File: src/rtl/addsub_byte_sequencer_pkg.sv
// Shared ALU definitions: sequencer state encoding and add/sub opcode
// constants. The ALU decoder imports the same constants so the opcode
// meaning stays in one place.
package addsub_byte_sequencer_pkg;

    typedef enum logic [1:0] {
        ST_IDLE = 2'd0,
        ST_RUN  = 2'd1,
        ST_DONE = 2'd2
    } state_t;

    localparam logic OP_ADD = 1'b0;
    localparam logic OP_SUB = 1'b1;

endpackage

File: src/rtl/addsub_byte_sequencer.sv
// Multi-byte add/subtract sequencer in front of an external combinational
// 8-bit adder/subtractor. Operands are latched on start, then fed to the
// adder one byte per cycle, LSB first, with each carry-out rippled into the
// next byte's carry-in. The wide result and its flags are assembled here.
//
// Handshake: start is a request that is accepted only in IDLE; there is no
// backpressure and requests arriving while busy are dropped, not queued.
// done is a one-cycle pulse marking result/carry_out/overflow/zero valid;
// those values then hold until the next accepted start clears them.
//
// Ports:
//   clk, rst          clock, asynchronous active-high reset
//   start, op_sub     request and mode (0 = A+B, 1 = A-B)
//   a_in, b_in        W-bit operands, sampled with start
//   busy, done        status (busy in RUN and DONE), result-valid pulse
//   result            assembled W-bit sum/difference
//   carry_out         bit W of the operation (sub: 1 = no borrow)
//   overflow, zero    signed overflow, result == 0
//   add_m/a/b/cin     drive to the adder (mode, byte operands, carry-in)
//   add_sum, add_cout response from the adder
module addsub_byte_sequencer
    import addsub_byte_sequencer_pkg::*;
#(
    parameter int NBYTES = 2
) (
    input  logic                  clk,
    input  logic                  rst,
    input  logic                  start,
    input  logic                  op_sub,
    input  logic [8*NBYTES-1:0]   a_in,
    input  logic [8*NBYTES-1:0]   b_in,
    output logic                  busy,
    output logic                  done,
    output logic [8*NBYTES-1:0]   result,
    output logic                  carry_out,
    output logic                  overflow,
    output logic                  zero,
    output logic                  add_m,
    output logic [7:0]            add_a,
    output logic [7:0]            add_b,
    output logic                  add_cin,
    input  logic [7:0]            add_sum,
    input  logic                  add_cout
);

    localparam int IDXW = (NBYTES > 1) ? $clog2(NBYTES) : 1;
    localparam logic [IDXW-1:0] LAST_IDX = IDXW'(NBYTES - 1);

    state_t                      state_q;
    logic [IDXW-1:0]             idx_q;
    logic [NBYTES-1:0][7:0]      a_q;
    logic [NBYTES-1:0][7:0]      b_q;
    logic [NBYTES-1:0][7:0]      res_q;
    logic                        op_q;
    logic                        carry_q;
    logic                        cout_q;
    logic                        ovf_q;
    logic                        done_q;
    logic                        busy_q;

    // Sign of the effective second operand: B inverted for subtraction.
    logic                        y_msb;
    assign y_msb = b_q[NBYTES-1][7] ^ op_q;

    always_ff @(posedge clk or posedge rst) begin
        if (rst) begin
            state_q <= ST_IDLE;
            idx_q   <= '0;
            a_q     <= '0;
            b_q     <= '0;
            res_q   <= '0;
            op_q    <= 1'b0;
            carry_q <= 1'b0;
            cout_q  <= 1'b0;
            ovf_q   <= 1'b0;
            done_q  <= 1'b0;
            busy_q  <= 1'b0;
        end else begin
            case (state_q)
                ST_IDLE: begin
                    done_q <= 1'b0;
                    if (start) begin
                        a_q     <= a_in;
                        b_q     <= b_in;
                        op_q    <= op_sub;
                        // Subtraction is A + ~B + 1: seed the chain with 1.
                        carry_q <= (op_sub == OP_SUB);
                        idx_q   <= '0;
                        res_q   <= '0;
                        cout_q  <= 1'b0;
                        ovf_q   <= 1'b0;
                        busy_q  <= 1'b1;
                        state_q <= ST_RUN;
                    end
                end
                ST_RUN: begin
                    res_q[idx_q] <= add_sum;
                    carry_q      <= add_cout;
                    if (idx_q == LAST_IDX) begin
                        cout_q  <= add_cout;
                        // Overflow: operand signs agree but the result sign differs.
                        ovf_q   <= (a_q[NBYTES-1][7] == y_msb) &&
                                   (add_sum[7] != a_q[NBYTES-1][7]);
                        idx_q   <= '0;
                        done_q  <= 1'b1;
                        state_q <= ST_DONE;
                    end else begin
                        idx_q <= idx_q + IDXW'(1);
                    end
                end
                ST_DONE: begin
                    done_q  <= 1'b0;
                    busy_q  <= 1'b0;
                    state_q <= ST_IDLE;
                end
                default: begin
                    done_q  <= 1'b0;
                    busy_q  <= 1'b0;
                    state_q <= ST_IDLE;
                end
            endcase
        end
    end

    // Adder pins are only driven while a byte is being processed.
    assign add_a   = (state_q == ST_RUN) ? a_q[idx_q] : 8'h00;
    assign add_b   = (state_q == ST_RUN) ? b_q[idx_q] : 8'h00;
    assign add_m   = (state_q == ST_RUN) ? op_q       : 1'b0;
    assign add_cin = (state_q == ST_RUN) ? carry_q    : 1'b0;

    assign busy      = busy_q;
    assign done      = done_q;
    assign result    = res_q;
    assign carry_out = cout_q;
    assign overflow  = ovf_q;
    assign zero      = ~|res_q;

endmodule
File: config.mk
export PLATFORM = sky130hd
export DESIGN_NAME = addsub_byte_sequencer
export DESIGN_NICKNAME = d
export VERILOG_FILES = /design/src/rtl/addsub_byte_sequencer_pkg.sv /design/src/rtl/addsub_byte_sequencer.sv
export SDC_FILE = /design/constraint.sdc
export NUM_CORES = 1
export LEC_CHECK = 0
export CORE_MARGIN = 2
export CORE_UTILIZATION = 47
export CTS_BUF_LIST = sky130_fd_sc_hd__clkbuf_8
export DETAILED_ROUTE_END_ITERATION = 8
export PLACE_DENSITY = 0.82
export SYNTH_ARGS = -nofsm -noshare
export SYNTH_HDL_FRONTEND = slang
export SYNTH_SLANG_ARGS = --single-unit
File: constraint.sdc
create_clock -name clk -period 2.1 [get_ports clk]
set_clock_uncertainty 0.2 [all_clocks]
set_input_delay 0.21 -clock clk [delete_from_list [all_inputs] [get_ports clk]]
set_output_delay 0.21 -clock clk [all_outputs]
set_load 0.01 [all_outputs]
=== Word-level counts from Yosys, hierarchy flattened ===
Cells that the tools add are included.
W data, S select, Z words.

* $add $sub $neg: 1
* Magnitude comparators: 2
* Equal/unequal tests: 5
* Muxes and demuxes: 29
* Bitwise logic cells: 2
* Reductions and logical operators: 11

{| class="wikitable"
|+ Operators by type and width
! kind !! count
|-
| $mux W8 || 7
|-
| $pmux W16 S2 || 1
|-
| $bwmux W16 || 1
|-
| $mux W16 || 1
|-
| $reduce_or A16 Y1 || 1
|-
| $mux W1 || 10
|-
| $pmux W1 S2 || 5
|-
| $demux W8 S1 || 1
|-
| $reduce_and A2 Y1 || 4
|-
| $mux W2 || 2
|-
| $ne A2 B2 Y1 const B || 2
|-
| $pmux W2 S2 || 1
|-
| $reduce_and A3 Y1 || 1
|-
| $eq A2 B1 Y1 const B || 1
|-
| $logic_and A1 B1 Y1 || 2
|-
| $logic_not A2 Y1 || 1
|-
| $lt A1 B2 Y1 const B || 1
|-
| $reduce_bool A2 Y1 || 1
|-
| $add A1 B1 Y1 const B || 1
|-
| $eq A1 B1 Y1 || 1
|-
| $ge A1 B1 Y1 const B || 1
|-
| $logic_not A1 Y1 || 1
|-
| $ne A1 B1 Y1 || 1
|-
| $not A1 Y1 || 1
|-
| $xor A1 B1 Y1 || 1
|}

* Register bits: 57
* Input bits: 45
* Word-level logic and storage cells: 64

=== Depth between registers and ports, before layout ===
* Depth after elaboration: 6
* Mapped depth: 4
* Depth with buffers taken out: 3

=== Worst setup path before layout ===
Ideal clock, no wire load.

* Path type: reg2reg
* Start: reg state_q[1]
* End: reg a_q[0] (netlist bit)
* Setup time: 125 ps
* Arrival: 1219 ps
* Data required time: 1775 ps
* Setup slack: 556 ps
* Cell stages (with the launch flop): 5
* Clock period less this slack: 1544 ps
* Path through: dfrtp_1 -> nor3b_2 -> buf_6 -> buf_6 -> mux2_2

* Cells in the longest elaborated chain, start to end: 2

{| class="wikitable"
|+ Ends and longest elaborated chain
! item !! RTL line !! text
|-
| start: declaration || addsub_byte_sequencer.sv:49 || <nowiki>state_t state_q;</nowiki>
|-
| start signal: assignment || addsub_byte_sequencer.sv:67 || <nowiki>state_q <= ST_IDLE;</nowiki>
|-
| start signal: assignment || addsub_byte_sequencer.sv:93 || <nowiki>state_q <= ST_RUN;</nowiki>
|-
| start signal: assignment || addsub_byte_sequencer.sv:106 || <nowiki>state_q <= ST_DONE;</nowiki>
|-
| $logic_not A2 Y1 || addsub_byte_sequencer.sv:79 || <nowiki>case (state_q)</nowiki>
|-
| $reduce_and A2 Y1 (no source line) || - ||
|-
| end signal: assignment || addsub_byte_sequencer.sv:83 || <nowiki>a_q <= a_in;</nowiki>
|-
| end: declaration || addsub_byte_sequencer.sv:51 || <nowiki>logic [NBYTES-1:0][7:0] a_q;</nowiki>
|}

Every way passes these cells.
A chain may end at the register's enable or synchronous reset.

=== Final worst setup path ===
* Start: reg state_q[1]
* End: out add_a[3]

* Cells in the longest elaborated chain, start to end: 2

{| class="wikitable"
|+ Ends and longest elaborated chain
! item !! RTL line !! text
|-
| $eq A2 B1 Y1 || addsub_byte_sequencer.sv:126 || <nowiki>assign add_a = (state_q == ST_RUN) ? a_q[idx_q] : 8'h00;</nowiki>
|-
| $mux W8 || addsub_byte_sequencer.sv:126 ||
|-
| end: declaration || addsub_byte_sequencer.sv:39 || <nowiki>output logic [7:0] add_a,</nowiki>
|}

Every way passes these cells.

==> flow_summary.ini <==
[drt]
drt-total-wl_um = 5370
ant_nets = 0
avgViaCountPerCell = 5.18
routedWlPerCell_um = 15.5
drc_errors = 0
dr.pass1.iters = 4
drtIter0Drc = 66
num_vias = 1798

[clock_tree]
clk_pin_slew_ps = 60
clock-root-buffer = clkbuf_8
cts_tree = built
cts_buffers = 9
htreeDepth = 3
clockBufferDepth = 2
cts.sinks = 57
insertion_delay_ps = 330

[timing]
hold_viol_final = 0
max_freq_mhz = 512
worst_pin_slew_ps = 426
hold_ws_ps = 290
min_period_ps = 1950
finalSetupTns_ps = 0
fin_ws_ps = 149
maxSlewHeadroom_pct = 71.6
rsz0062_at_grt = false
setup_viol = 0
slew_violations = 0
min_period_over_period_pct = 92.9

[pwr]
peakVddDrop_v = 0.000873
power_frac_clock_pct = 16.3
power_mw = 5.21
switching_share_pct = 34.0
combinationalPowerShare_pct = 46.6
p_int_mw = 3.44
p_leak_nw = 1.66
power_frac_seq_pct = 37.1
p_per_area_nw_per_um2 = 1450
switchingPower_mw = 1.77

[final_layout]
syn2layout_area_growth_pct = 45.4
final_nets = 318
drive_gt1_share_pct = 22.7
n_antenna_cell = 0
finalNonFillerCells = 347

[grt]
grt_max_degree = 37
antenna_found_initial = 0
grt_usage_pct = 20.0
grt-ovfl-total = 0
first_global_vias = 1813
grt_pass1_wl_um = 8980

[synth]
syn_inst = 180
ys_ff_latch = 57
synth_warnings = 0
synthesis.nets = 225
yosysUniqueCellTypes = 24
synth.yosys.seq_area_share_pct = 57.8
syn-cell-area_um2 = 2470
syn_area_per_cell_um2 = 13.7

[floorplanning]
initial_core_util_pct = 48.7
fp.dieH_um = 76.5
die_w_um = 76.5
core-area_um2 = 5070
io_pins = 84
core.rowCount = 26
die-area_um2 = 5850

[worst_setup_path]
arrival_ps = 1540
start_kind = register
worstPathRequired_ps = 1690
cp-end-kind = output pin
worstSetupPathType = register to output pin
cp_max_fo = 18

[placed_design]
place_congestion = 0.780
port_buffers = 83
detailed_place_hpwl_um = 3760
dpl.cell_count = 331
dpl_worst_slack_ps = 187

[flow_run]
drv_cap = 0

[outcome]
status = finished, final reports clean

[worst_hold_path]
hold_class = input pin to register
## repair_timing
| item | in CTS | in global routing |
|---|---|---|
| hold endpoints to repair | 16 | 0 |
| gates resized for setup | 22 | 2 |
| hold buffers | 1 | 0 |
| buffers inserted | 0 | 0 |
| setup endpoints to repair | 19 | 2 |
## power by group through the flow
| stage | Sequential, mW | Combinational, mW | Clock (mW) |
|---|---|---|---|
| floorplan | 1.91 | 1.52 | 0 |
| global placement | 1.91 | 2.52 | 0 |
| detailed placement | 1.93 | 2.57 | 0 |
| CTS | 1.93 | 2.47 | 0.868 |
| global route | 2.00 | 2.63 | 0.914 |
| finish | 1.94 | 2.43 | 0.848 |
## synthesized netlist by cell type
| cell | number | area, µm² |
|---|---|---|
| or2b_1 | 1 | 7.51 |
| nand2b_1 | 4 | 25.0 |
| a21oi_1 | 1 | 5.00 |
| buf_4 | 2 | 15.0 |
| mux2_2 | 33 | 372 |
| dfrtp_1 | 57 | 1430 |
| mux2i_1 | 17 | 170 |
| nor3b_2 | 1 | 12.5 |
| buf_6 | 5 | 56.3 |
| and2_1 | 3 | 18.8 |
| nor2_4 | 1 | 11.3 |
| nor2b_1 | 1 | 6.26 |
| nor2_2 | 1 | 6.26 |
| a22o_1 | 17 | 149 |
| and3b_1 | 1 | 8.76 |
| a221o_1 | 1 | 10.0 |
| buf_2 | 3 | 15.0 |
| xnor2_1 | 1 | 8.76 |
| nor4_1 | 4 | 25.0 |
| and4_1 | 1 | 8.76 |
| inv_1 | 3 | 11.3 |
| nor2_1 | 19 | 71.3 |
| a21o_1 | 2 | 15.0 |
| mux2_4 | 1 | 15.0 |
## worst max-delay path, cell delays in order (launching register included)
cell and delay [ps]:
dfrtp_1 420, nand2b_1 200, buf_12 160, nor2_1 130, dlygate4sd2_1 280
## registers in the layout, indices dropped and copies added, names as in the netlist
| signal | count |
|---|---|
| carry_out | 1 |
| state_q | 2 |
| carry_q | 1 |
| done | 1 |
| busy | 1 |
| result | 16 |
| idx_q | 1 |
| b_q | 16 |
| overflow | 1 |
| a_q | 16 |
| op_q | 1 |
## per-stage QoR
stage / utilization, % / cell area (µm²)
floorplan: - / 2470
global placement: 67.4 / 3420
detailed placement: 67.4 / 3420
CTS: 70.7 / 3590
global route: 70.8 / 3590
finish: 70.8 / 3590
## layer usage
metal	routed length [µm]	vias to the layer above	GRT usage, %
met3	227	15	5.21
met4	175	0	11.8
met2	2620	56	31.3
met1	2350	895	25.1
met5	0	-	0
li1	-	832	-
## cell families after synthesis
family	Yosys count	share of synthesized area, %
flip-flops	57	57.8
multiplexers	51	22.5
AND/OR/NAND/NOR	37	8.16
AO/OA/AOI/OAI	21	7.24
buffers and inverters	13	3.95
XOR/XNOR	1	0.355
## worst paths after layout
| check | startpoint | slack, ps | depth (start not counted) | to |
|---|---|---|---|---|
| min in group asynchronous | rst | 550 | 3 | result[6] |
| max in group asynchronous | rst | 690 | 4 | a_q[10] |
| hold / removal | a_in[0] | 290 | 2 | a_q[0] |
| hold reg to reg | a_q[8] | 310 | 1 | a_q[8] |
| setup / recovery | state_q[1] | 150 | 4 | add_a[3] |
| setup reg to reg | state_q[1] | 300 | 5 | carry_out |
## area by class of cell
class | instances | area, µm²
Fill cell | 389 | 1480
Timing Repair Buffer | 92 | 938
Inverter | 3 | 11.3
Clock inverter | 5 | 23.8
Tap cell | 70 | 87.6
Clock buffer | 10 | 138
Multi-Input combinational cell | 110 | 966
Sequential cell | 57 | 1430
## layout by cell type, fill, tap and decap left out, types with 4 or more instances in the layout
cell type	netlist	final
a22o_1	17	17
buf_12	0	4
clkbuf_8	0	10
clkdlybuf4s50_1	0	64
clkinv_2	0	4
dfrtp_1	57	56
dlygate4sd2_1	0	17
mux2_2	33	33
mux2i_1	17	17
nand2b_1	4	4
nor2_1	19	19
Note: power is estimated with default switching activity, not from simulation.
